===== config.mk =====
export PLATFORM = sky130hd
export DESIGN_NAME = mole_scheduler
export DESIGN_NICKNAME = d
export VERILOG_FILES = /design/src/rtl/mole_scheduler.sv
export SDC_FILE = /design/constraint.sdc
export NUM_CORES = 1
export LEC_CHECK = 0
export CAP_MARGIN = 5
export CORE_MARGIN = 2
export CORE_UTILIZATION = 54
export DETAILED_ROUTE_END_ITERATION = 8
export GPL_ROUTABILITY_DRIVEN = 0
export PLACE_DENSITY_LB_ADDON = 0.25
export SLEW_MARGIN = 20
export SYNTH_ARGS = -nofsm -noshare
export SYNTH_HDL_FRONTEND = slang
export SYNTH_SLANG_ARGS = --single-unit

===== constraint.sdc =====
create_clock -name clk -period 5 [get_ports clk]
set_input_delay 0.75 -clock clk [delete_from_list [all_inputs] [get_ports clk]]
set_output_delay 0.75 -clock clk [all_outputs]
set_load 0.01 [all_outputs]

===== src/rtl/mole_scheduler.sv =====
// mole_scheduler: round FSM, pseudo-random mole launcher, per-mole timers and hit/miss scoring.
// Optional build macro WHIFF_PENALTY_EN: a press on a button with no raised mole costs one point.
module mole_scheduler #(
  parameter int TICK_DIV   = 100000,
  parameter int UP_TICKS   = 1500,
  parameter int GAP_TICKS  = 700,
  parameter int GAME_TICKS = 30000,
  parameter int MAX_UP     = 2,
  parameter int SCORE_W    = 32
) (
  input  logic               clk,
  input  logic               reset,
  input  logic [3:0]         btn_n,
  input  logic               start_n,
  output logic [3:0]         mole_up,
  output logic               ingame,
  output logic [SCORE_W-1:0] score,
  output logic [15:0]        time_left,
  output logic               hit_pulse,
  output logic               miss_pulse
);
  localparam int PW = $clog2(TICK_DIV);
  localparam int TW = $clog2(UP_TICKS + 1);
  localparam int GW = $clog2(GAP_TICKS + 1);
  localparam logic [PW-1:0] PRE_MAX   = PW'(TICK_DIV - 1);
  localparam logic [TW-1:0] UP_INIT   = TW'(UP_TICKS);
  localparam logic [GW-1:0] GAP_INIT  = GW'(GAP_TICKS);
  localparam logic [15:0]   GAME_INIT = 16'(GAME_TICKS);
  localparam logic [2:0]    MAX_CNT   = 3'(MAX_UP);
  localparam logic [15:0]   LFSR_SEED = 16'hACE1;
  localparam logic [15:0]   LFSR_TAPS = 16'hB400;

  typedef enum logic [1:0] {IDLE, PLAY, OVER} state_t;

  function automatic logic [SCORE_W-1:0] sat_update(input logic [SCORE_W-1:0] cur,
                                                    input logic [2:0] gain,
                                                    input logic [3:0] loss);
    logic [SCORE_W+3:0] acc;
    acc = {4'b0000, cur} + (SCORE_W+4)'(gain);
    if (acc < (SCORE_W+4)'(loss)) return '0;
    acc = acc - (SCORE_W+4)'(loss);
    if (acc[SCORE_W+3:SCORE_W] != 4'b0000) return '1;
    return acc[SCORE_W-1:0];
  endfunction

  // Input conditioning for {start, btn[3:0]}: 2-FF sync, then registered falling-edge strobe.
  logic [4:0] sync1_q, sync2_q, last_q, press_q;

  always_ff @(posedge clk or negedge reset) begin
    if (!reset) begin
      sync1_q <= '1;
      sync2_q <= '1;
      last_q  <= '1;
      press_q <= '0;
    end else begin
      sync1_q <= {start_n, btn_n};
      sync2_q <= sync1_q;
      last_q  <= sync2_q;
      press_q <= last_q & ~sync2_q;
    end
  end

  state_t             state_q;
  logic [15:0]        lfsr_q, lfsr_d;
  logic [PW-1:0]      pre_q;
  logic [GW-1:0]      launch_q;
  logic [TW-1:0]      tmr_q [4];
  logic [3:0]         mole_q;
  logic               ingame_q, hit_q, miss_q;
  logic [SCORE_W-1:0] score_q;
  logic [15:0]        time_q;

  logic       tick, do_launch, found;
  logic [3:0] hit, miss, whiff;
  logic [1:0] pick, cand;
  logic [2:0] up_cnt, n_hit;
  logic [3:0] n_loss;

  always_comb begin
    lfsr_d = {1'b0, lfsr_q[15:1]} ^ (lfsr_q[0] ? LFSR_TAPS : 16'h0000);
    tick   = (state_q == PLAY) && (pre_q == PRE_MAX);
    hit    = '0;
    miss   = '0;
    whiff  = '0;
    up_cnt = '0;
    n_hit  = '0;
    n_loss = '0;
    for (int i = 0; i < 4; i++) begin
      hit[i]  = (state_q == PLAY) && press_q[i] && mole_q[i];
      miss[i] = tick && mole_q[i] && (tmr_q[i] == TW'(1)) && !hit[i];
`ifdef WHIFF_PENALTY_EN
      whiff[i] = (state_q == PLAY) && press_q[i] && !mole_q[i];
`endif
      up_cnt = up_cnt + 3'(mole_q[i]);
      n_hit  = n_hit + 3'(hit[i]);
      n_loss = n_loss + 4'(miss[i]) + 4'(whiff[i]);
    end
    // Candidate search works on registered lamps, so a mole dropping this cycle is not reused.
    pick  = lfsr_q[1:0];
    cand  = lfsr_q[1:0];
    found = 1'b0;
    for (int k = 0; k < 4; k++) begin
      cand = lfsr_q[1:0] + 2'(k);
      if (!found && !mole_q[cand]) begin
        pick  = cand;
        found = 1'b1;
      end
    end
    do_launch = tick && (launch_q == GW'(1)) && (up_cnt < MAX_CNT);
  end

  always_ff @(posedge clk or negedge reset) begin
    if (!reset) begin
      state_q  <= IDLE;
      lfsr_q   <= LFSR_SEED;
      pre_q    <= '0;
      launch_q <= '0;
      tmr_q    <= '{default: '0};
      mole_q   <= '0;
      ingame_q <= 1'b0;
      score_q  <= '0;
      time_q   <= '0;
      hit_q    <= 1'b0;
      miss_q   <= 1'b0;
    end else begin
      lfsr_q <= lfsr_d;
      hit_q  <= 1'b0;
      miss_q <= 1'b0;
      case (state_q)
        PLAY: begin
          pre_q <= tick ? '0 : pre_q + 1'b1;
          if (tick) begin
            time_q   <= time_q - 1'b1;
            launch_q <= (launch_q == GW'(1)) ? GAP_INIT : launch_q - 1'b1;
          end
          for (int i = 0; i < 4; i++) begin
            if (hit[i] || miss[i]) mole_q[i] <= 1'b0;
            else if (tick && mole_q[i]) tmr_q[i] <= tmr_q[i] - 1'b1;
          end
          if (do_launch) begin
            mole_q[pick] <= 1'b1;
            tmr_q[pick]  <= UP_INIT;
          end
          score_q <= sat_update(score_q, n_hit, n_loss);
          hit_q   <= |hit;
          miss_q  <= |miss;
          // Final tick: this cycle's events still score, but every lamp goes dark.
          if (tick && (time_q == 16'd1)) begin
            state_q  <= OVER;
            ingame_q <= 1'b0;
            mole_q   <= '0;
          end
        end
        default: begin
          if (press_q[4]) begin
            state_q  <= PLAY;
            ingame_q <= 1'b1;
            score_q  <= '0;
            time_q   <= GAME_INIT;
            mole_q   <= '0;
            launch_q <= GAP_INIT;
            pre_q    <= '0;
          end
        end
      endcase
    end
  end

  assign mole_up    = mole_q;
  assign ingame     = ingame_q;
  assign score      = score_q;
  assign time_left  = time_q;
  assign hit_pulse  = hit_q;
  assign miss_pulse = miss_q;
endmodule

==> impl_metrics.tcl <==
set metrics [dict create \
    synth_flop_cell "dfrtp_1" \
    via_per_inst 6.05 \
    die-area_sq_mm 0.0183 \
    h-tree-depth 4 \
    vias 8173 \
    clk_pin_slew_ns 0.07 \
    ir_worst_vdd_mv 0.238 \
    max_freq_ghz 0.201 \
    fp-row-count 47 \
    synth.distinct_cells 75 \
    synthSimpleGateAreaFrac 0.232 \
    async_reset_ff_frac 1.00 \
    cts_buffers 17 \
    crit_required_ns 5.32 \
    synth_top_area_frac 0.377 \
    io_buffers 61 \
    power_mw 3.09 \
    ios 62 \
    synth.area.top_cells "dfrtp_1 (38%), dfstp_2 (6.5%), nand2_1 (4.6%), xnor2_1 (4.5%), o21ai_0 (4.1%)" \
    synth_mux_area_frac 0.0104 \
    ant_nets 0 \
    fp.dieW_um 135 \
    tightest_slew_ns 0.878 \
    yosysSeqAreaShare 0.442 \
    fp.coreArea_sq_mm 0.0167 \
    placed_cells 1307 \
    nets 1150 \
    crit_slowest_cell "or4_4" \
    synth_top_family_by_area "simple AND/OR/NAND/NOR gates" \
    start_kind "register" \
    dp_hpwl_mm 15.9 \
    fin_crit_ns 4.97 \
    yosys.area.top_type "dfrtp_1" \
    finalCritPeriodShare 0.995 \
    wl_mm 23.6 \
    antenna_found_initial 0 \
    synth_nets 1044 \
    diodes 0 \
    final_area_sq_mm 0.0113 \
    hold_viol_final 0 \
    worst_setup_path_end_kind "register" \
    tns_ns 0 \
    drive_gt1_frac 0.170 \
    synth_compound_area_frac 0.158 \
    grt_overflow 0 \
    layout_commonest_cell "dfrtp_1" \
    initial_core_util 0.556 \
    drc 0 \
    first_global_vias 7579 \
    synth-xor-area-share 0.0790 \
    wl_per_cell_um 17.4 \
    yosys_register_bits 163 \
    finalSetupViolCount 0 \
    netlist_area_sq_mm 0.00929 \
    area_growth_pct 21.9 \
    root_buffer "clkbuf_16" \
    cp.arrival_ns 5.30 \
    avgSynthCellArea_sq_um 9.19 \
    slew_violations 0 \
    clock-sinks 163 \
    hold_path.class "register to register" \
    cts_tree "built" \
    grt_pass1_wl_mm 38.6 \
    fin_util 0.678 \
    slowest_delay_ns 0.61 \
    status "finished clean" \
    rsz0062_at_grt "yes" \
    hold_ws_ns 0.356 \
    syn_inst 1011 \
    crit_chain "nand4bb_1, or4_4, nor4_4, buf_6, nand3_1, nor2_2, fa_1, ha_2, ha_4, inv_4, ha_4, a21o_1, a21oi_2, and4_4, buf_4, nand4_1, nor2_2, o211ai_1, xor2_1, a221o_1" \
    p_leak_nw 4.86 \
    fin_cells 1350 \
    path_class "register to register" \
    final_cell_mix "dfrtp_1 (140), nand2_1 (115), o21ai_0 (68)" \
    dp_slack_ns -0.0711 \
    cp_max_fo 6 \
    placed_area_sq_mm 0.0105 \
    synth-edff-count 0 \
    dr.pass1.iters 5 \
    drt-initial-drc-count 693 \
    ctsHoldBuffers 0 \
    insertion_delay_ns 0.44 \
    cts.path.max_buffers 2 \
    maxSlewHeadroom 0.410 \
    synthAdderAreaFrac 0.0399 \
    grtUsageTotal 0.264 \
    power.density_mw_per_mm2 273 \
    max_cap_violations 0 \
    ys_warn_count 0 \
    critical_path_buf_inv_count 3 \
    grt_max_degree 93 \
    final.setup_skew_ns 0.00837 \
    fin_ws_ns 0.0267 \
    die_h_um 135 \
    path_delay_family "simple AND/OR/NAND/NOR gates" \
]
-- synth_stat cells, types with 14 or more instances --
master / instances
dfrtp_1: 140
nand2_1: 115
o21ai_0: 76
nor2_1: 64
nand3_1: 48
xnor2_1: 48
a21oi_1: 44
inv_1: 43
nor3_1: 38
xor2_1: 34
clkbuf_1: 28
nor4_1: 25
dfstp_2: 23
nand4_1: 21
ha_1: 20
or3_1: 20
a21o_1: 18
and3_1: 16
or4_1: 15
nor2b_1: 14
-- sequential cells by signal, indices dropped and copies added, names as in the netlist --
signal,count
sync2_q,5
score,32
time_left,16
launch_q,10
sync1_q,5
mole_up,4
tmr_q,44
last_q,5
miss_pulse,1
hit_pulse,1
state_q,2
press_q,5
pre_q,17
lfsr_q,16
-- repair_timing --
action / 4_1_cts / 5_1_grt
buffers inserted: 0 / 9
cloned: 1 / 1
endpoints found under the setup margin: 17 / 32
pin swaps: 1 / 26
resized for setup: 3 / 47
-- power by group --
group	switching (mW)	total, mW	internal [mW]
combinational	0.204	0.355	0.151
sequential	0.0611	1.44	1.38
clock	0.594	1.29	0.698
-- worst register-to-register path: cells and delay by family, from the launching register on --
family                     cells  cell delay (ns)
and+or+nand+nor                8             2.12
adders and majority gates      4             1.15
AOI/OAI and AO/OA              4             0.74
DFF                            1             0.37
buffers and inverters          3             0.32
xor gates and xnor gates       1             0.16
-- per-layer routing --
layer  global-route usage  vias to the layer above  share of wire
met3               0.0501                       39          0.061
met2                0.393                      300           0.46
met1                0.394                     3983           0.47
li1                     -                     3851              -
met5                    0                        -              0
met4               0.0793                        0          0.013
-- cells by family (layout without fill, tap and decap cells) --
group | Yosys count | in the layout
simple gates | 416 | 416
compound gates | 227 | 227
buf+inv | 87 | 204
fa+ha+maj | 26 | 26
xor+xnor | 83 | 83
flops | 163 | 163
mux | 9 | 11
-- final cells by class --
type                    count  area, sq um
fillers                  1333         5380
multi-input cells         763         5040
flip-flops and latches    163         4110
repair buffers            129         1160
clock buffers              17          425
well taps                 220          275
inverters                  43          164
clock inverters            15          150
-- final timing paths --
check                                 startpoint               endpoint  slack (ns)  depth (start not counted)
setup / recovery           pre_q[13]$_DFFE_PN0P_  score[31]$_DFFE_PN0P_        0.03                         20
hold / removal              sync1_q[4]$_DFF_PN1_   sync2_q[4]$_DFF_PN1_        0.36                          0
setup reg to reg           pre_q[13]$_DFFE_PN0P_  score[31]$_DFFE_PN0P_        0.03                         20
hold reg to reg             sync1_q[4]$_DFF_PN1_   sync2_q[4]$_DFF_PN1_        0.36                          0
max in group asynchronous                  reset   sync2_q[1]$_DFF_PN1_        3.58                          2
min in group asynchronous                  reset   press_q[2]$_DFF_PN0_        0.39                          1
(Power assumes the default switching activity.)
